[config.mk]
export PLATFORM = sky130hd
export DESIGN_NAME = ls161_chain
export DESIGN_NICKNAME = d
export VERILOG_FILES = /design/src/rtl/ls161_chain.sv
export SDC_FILE = /design/constraint.sdc
export NUM_CORES = 1
export LEC_CHECK = 0
export ABC_AREA = 1
export BUFFER_PORTS_ARGS = -buffer_cell sky130_fd_sc_hd__buf_2
export CAP_MARGIN = 20
export CORE_AREA = 2 2 39 41
export CTS_BUF_LIST = sky130_fd_sc_hd__clkbuf_4 sky130_fd_sc_hd__clkbuf_8
export DETAILED_ROUTE_END_ITERATION = 8
export DIE_AREA = 0 0 41 43
export GPL_ROUTABILITY_DRIVEN = 0
export PLACE_DENSITY = 0.84
export REMOVE_ABC_BUFFERS = 1
export SKIP_CTS_REPAIR_TIMING = 1
export SLEW_MARGIN = 40
export SYNTH_ARGS = -nofsm -noshare
export SYNTH_HDL_FRONTEND = slang
export SYNTH_SLANG_ARGS = --single-unit
[constraint.sdc]
create_clock -name CLK -period 1.2 [get_ports CLK]
set_input_delay 0.06 -clock CLK [delete_from_list [all_inputs] [get_ports CLK]]
set_output_delay 0.06 -clock CLK [all_outputs]
set_load 0.1 [all_outputs]
[src/rtl/ls161_chain.sv]
// ls161_chain: STAGES cascaded 74LS161 4-bit counters with async clear, sync load and ripple carry.
// Define LS161_MATCH_DECODE_EN to build the registered Q == MATCH_VALUE decode on MATCH.
module ls161_chain #(
  parameter int STAGES = 2,
  parameter logic [4*STAGES-1:0] MATCH_VALUE = '0
) (
  input  logic                  CLK,
  input  logic                  CLR_n,
  input  logic                  LOAD_n,
  input  logic                  ENP,
  input  logic                  ENT,
  input  logic [4*STAGES-1:0]   D,
  output logic [4*STAGES-1:0]   Q,
  output logic [STAGES-1:0]     RCO_STAGE,
  output logic                  RCO,
  output logic                  MATCH
);
  logic [STAGES-1:0] ent;
  logic [3:0] q [STAGES];
  for (genvar k = 0; k < STAGES; k++) begin : g_stage
    if (k == 0) begin : g_first
      assign ent[k] = ENT;
    end else begin : g_next
      assign ent[k] = RCO_STAGE[k-1];
    end
    // carry is combinational from ENT and Q, so it can be high while ENP freezes the count
    assign RCO_STAGE[k] = ent[k] & (q[k] == 4'hF);
    assign Q[4*k +: 4] = q[k];
    always_ff @(posedge CLK or negedge CLR_n)
      if (!CLR_n) q[k] <= 4'h0;
      else if (!LOAD_n) q[k] <= D[4*k +: 4];
      else if (ENP && ent[k]) q[k] <= q[k] + 4'h1;
  end
  assign RCO = RCO_STAGE[STAGES-1];
`ifdef LS161_MATCH_DECODE_EN
  always_ff @(posedge CLK or negedge CLR_n)
    if (!CLR_n) MATCH <= 1'b0;
    else MATCH <= (Q == MATCH_VALUE);
`else
  assign MATCH = 1'b0;
`endif
endmodule
-- Word-level counts from Yosys, hierarchy flattened
Cells that the tools add are included.
- $add $sub $neg: 2
- equal/unequal tests: 4
- muxes and demuxes: 4
- bitwise gates (word level): 2
- reduce and logical (&&, ||, !) cells: 2
- operators with widths (cell ; count):
    4-bit 2-to-1 mux ; 4
    4-bit by 1-bit adder with 4-bit output (second input constant) ; 2
    4-bit == test (second input constant) ; 2
    2-bit by 1-bit inequality test with 1-bit output (second input constant) ; 2
    1-bit AND ; 2
    1-bit logical AND ; 2
- register bits: 8
- input port bits: 13
- output and inout bits: 12
- logic and storage cells: 16

-- Depth between registers and ports, before layout
- depth in word-level cells: 5
- mapped depth: 7
- mapped depth without buffers: 7

-- Worst setup path after synthesis
OpenSTA, ideal clock, no wires.
- path type: register to output
- start point: register q, in the netlist Q[0]
- end point: output port RCO_STAGE[1]
- arrival time: 4112 ps
- required time: 1140 ps
- slack: -2972 ps
- cell stages (with the launch flop): 5
- path buffers: 1
- cells stage by stage: dfrtp_1 -> ha_1 -> nand2_2 -> nor3_1 -> buf_4
- word-level cells in the longest chain between the ends: 3
- ends and longest elaborated chain (element ; line ; source):
    start, declared ; 19 ; logic [3:0] q [STAGES];
    start signal, assigned by index ; 31 ; else if (!LOAD_n) q[k] <= D[4*k +: 4];
    start signal, assigned by index ; 32 ; else if (ENP && ent[k]) q[k] <= q[k] + 4'h1;
    4-bit == test ; 27 ; assign RCO_STAGE[k] = ent[k] & (q[k] == 4'hF);
    1-bit AND (2 in series) ; 27 ;
    end, declared ; 14 ; output logic [STAGES-1:0] RCO_STAGE,
No other way between the ends.

-- Final worst setup path
- start point: register q, in the netlist Q[5]
- end point: output port RCO_STAGE[1]
- word-level cells in the longest chain between the ends: 2
- ends and longest elaborated chain (element ; line):
    4-bit == test ; 27
    1-bit AND ; 27
No other way between the ends.

==> results.txt <==
- Area added between synthesis and finish: 80.6%
* Crit Reg-Reg Startpoint: Q[0]
- RSZ-0062 raised after global routing: yes
* Worst-case register-to-register setup slack: -0.02 ns
- Worst Skew: 0.00261 ns
* Worst Setup Path Type: flop to primary output
- The routed layout has 606 vias.
* Wire length of the first global-routing pass: 2170 um
- Required time of the critical path: 1.14 ns
* Largest area contributor in the synthesized netlist: sky130_fd_sc_hd__dfrtp_1
- Sequential cell area fraction in the yosys report: 0.379
* Detailed-route DRC error count: 0
- Global routing finished with a remaining overflow of 0.
* Total Routing Usage GR: 0.187
- Mean area per synthesized cell: 7.65 sq um
* Origin of the worst min-delay path: D[2]
- Main area contributors after synthesis: sky130_fd_sc_hd__dfrtp_1 38%, sky130_fd_sc_hd__nand2_1 18%, sky130_fd_sc_hd__nand3_1 9.5%
- In this run the power density over the cells is 1330 nW/um^2.
* Async set-reset flop share out of synthesis: 1.00
- Ys Warns: 0
- At the end of the flow, the number of nets in the layout was 121.
- The first TritonRoute pass finished after 4 iterations.
* Row cnt: 14
- DIE AREA: 1760 sq um
* DP Wirelength: 1140 um
- Average wire length per cell after detail routing: 12.9 um
- Count of port buffers added during placement: 23
* FF-to-FF path depth: 6
* Mapped Cells: 69
- Clock latency of the later-clocked register in the worst-skew pair: 0.26 ns
- STA classifies the critical path endpoint as a primary output.
* Final clock period utilization by the worst path: 1.23
- Setup TNS: -0.688 ns
- Number of nets still failing antenna checks after routing: 0
- In the layout the commonest cells are 25 x sky130_fd_sc_hd__nand2_1, 12 x sky130_fd_sc_hd__buf_2, 11 x sky130_fd_sc_hd__buf_12, 11 x sky130_fd_sc_hd__buf_4, 9 x sky130_fd_sc_hd__nand3_1.
- Mean number of vias per cell: 5.05
- Total power for the finished layout comes to 1270 uW.
* Antenna Cells: 0
- The number of global-route vias before repair is 522.
* Hold path endpoint: Q[2]
- Leading cell type in the layout, fill and taps excluded: sky130_fd_sc_hd__nand2_1
- MaxCap Viol Count: 0
- Initial core utilization: 0.382
- TritonCTS clock tree: yes
* Number of flip-flops in the largest register: 8
* Worst hold path class: input port to flop
- Critical Path Start Type: flop
- IR analysis of the VDD net gives a maximum drop of 730 uV.
- Switching part of the total power: 0.457
- Clock network fraction of design power: 0.176
* Layout cell share with drive strength beyond 1: 0.442
- Total of flip-flops plus latches after synthesis: 8
* Endpoint of the lowest-slack register-to-register path: Q[6]
* Relative contribution of sequential cells to total power: 0.263
* Post-synthesis instance area: 528 sq um
* Area share of the leading cell type in the synthesized netlist: 0.379
- Counting instances, the worst hold path has a depth of 3.
- The synthesized design contains 0 enable-type register cells.
- After the flow finishes, the layout carries non-filler instances totaling 120.
* Count of endpoints failing hold in the final timing report: 0
- Among all flip-flop cells after synthesis, the most frequent one is sky130_fd_sc_hd__dfrtp_1.
- Power share of the combinational group: 0.561
- H-tree depth: 1
- Post-CTS clock slew at the launch and capture registers of the worst setup and hold paths: 0.06 ns
* Starting DRT DRC Count: 13
- For this design the top-level I/O count stands at 25.
- The run finished, with violations left.
- Of all nets on the critical path, the largest fanout is 2.
* Violated checks: setup timing
- Buffers inserted during clock tree synthesis total 3.
- Slew Limit Fails: 0
* Setup Viol. Count Final: 4
- After synthesis, the netlist uses 21 different library cells.
- Critical Path AT: 1.42 ns
* Switching power: 580 uW
- Internal Pwr Total: 689 uW
- Root cell of the clock tree: sky130_fd_sc_hd__clkbuf_4
- Reported leakage power: 0.000477 uW
* Worst Slack Setup Final: -0.280 ns
- The die is 41 um wide.
* Largest net degree at the start of global routing: 11
* Achievable Freq: 0.676 GHz
- Period minus WS final: 1.48 ns
- DIE HEIGHT: 43 um
- Clock net sink count: 8
- Initial antenna violation count: 0
- The final layout contains routed wiring with a total length of 1550 um.
* Floorplan core area: 1380 sq um
* Number of placed instances with taps included: 114
- Worst-case clock buffer depth: 2
-- worst max path at each step --
stage          startpoint      endpoint  depth (start not counted)
3_3_place_gp         Q[0]           RCO                          5
5_1_grt              Q[4]  RCO_STAGE[1]                          5
3_5_place_dp         Q[0]  RCO_STAGE[1]                          5
2_1_floorplan        Q[0]           RCO                          3
4_1_cts              Q[0]  RCO_STAGE[1]                          5
6_report             Q[5]  RCO_STAGE[1]                          5
-- power by group through the flow --
stage / logic [uW] / clock network, uW / registers [uW]
final: 713 / 223 / 334
after detailed placement: 680 / 0 / 330
after global placement: 669 / 0 / 325
after CTS: 682 / 219 / 325
after global routing: 745 / 235 / 337
after floorplan: 125 / 0 / 599
-- metrics by stage --
step	utilization	area, sq um	setup slack [ns]	hold slack [ns]
3_5_place_dp	0.633	876	-0.101	-0.0855
2_1_floorplan	-	508	-4.32	-0.236
3_3_place_gp	0.633	876	0.0122	-0.0906
5_1_grt	0.689	953	-0.346	0.0264
4_1_cts	0.649	898	-0.387	-0.363
6_report	0.689	953	-0.280	0.0242
-- cells in the mapped netlist (2+ instances only) --
cell                       instances
sky130_fd_sc_hd__buf_4             2
sky130_fd_sc_hd__nand2_1          25
sky130_fd_sc_hd__nand3_1          10
sky130_fd_sc_hd__o21ai_0           2
sky130_fd_sc_hd__o211ai_1          2
sky130_fd_sc_hd__nor2_4            2
sky130_fd_sc_hd__ha_1              2
sky130_fd_sc_hd__xor2_1            2
sky130_fd_sc_hd__dfrtp_1           8
sky130_fd_sc_hd__inv_1             3
-- cells by family (layout without fill, tap and decap cells) --
group | count (synthesis) | count (layout) | synth area share
compound gates | 6 | 6 | 0.0735
xor+xnor | 3 | 3 | 0.0498
fa+ha+maj | 2 | 2 | 0.0474
buf+inv | 7 | 42 | 0.0663
flops | 8 | 8 | 0.379
other cells | 1 | 1 | 0.00710
simple gates | 42 | 42 | 0.377
-- worst max-delay path, stage by stage (launching register included) --
cell and delay, ns:
sky130_fd_sc_hd__dfrtp_1 0.36, sky130_fd_sc_hd__ha_2 0.19, sky130_fd_sc_hd__nand3_2 0.06, sky130_fd_sc_hd__nor3_2 0.19
sky130_fd_sc_hd__buf_4 0.17, sky130_fd_sc_hd__buf_12 0.17
-- layout make-up --
type,count,area [sq um]
Timing Repair Buffer,35,373
Fill cell,102,430
Multi-Input combinational cell,54,323
Clock buffer,3,22.5
Tap cell,16,20.0
Sequential cell,8,200
Inverter,4,15.0
-- per-layer routing --
| layer | global-route usage | wire length, um | share of wire |
|---|---|---|---|
| met1 | 0.223 | 607 | 0.39 |
| met2 | 0.297 | 828 | 0.53 |
| met3 | 0.0157 | 81 | 0.052 |
| met4 | 0.127 | 34 | 0.022 |
| met5 | 0 | 0 | 0 |
Power figures use the tool's default switching activity.
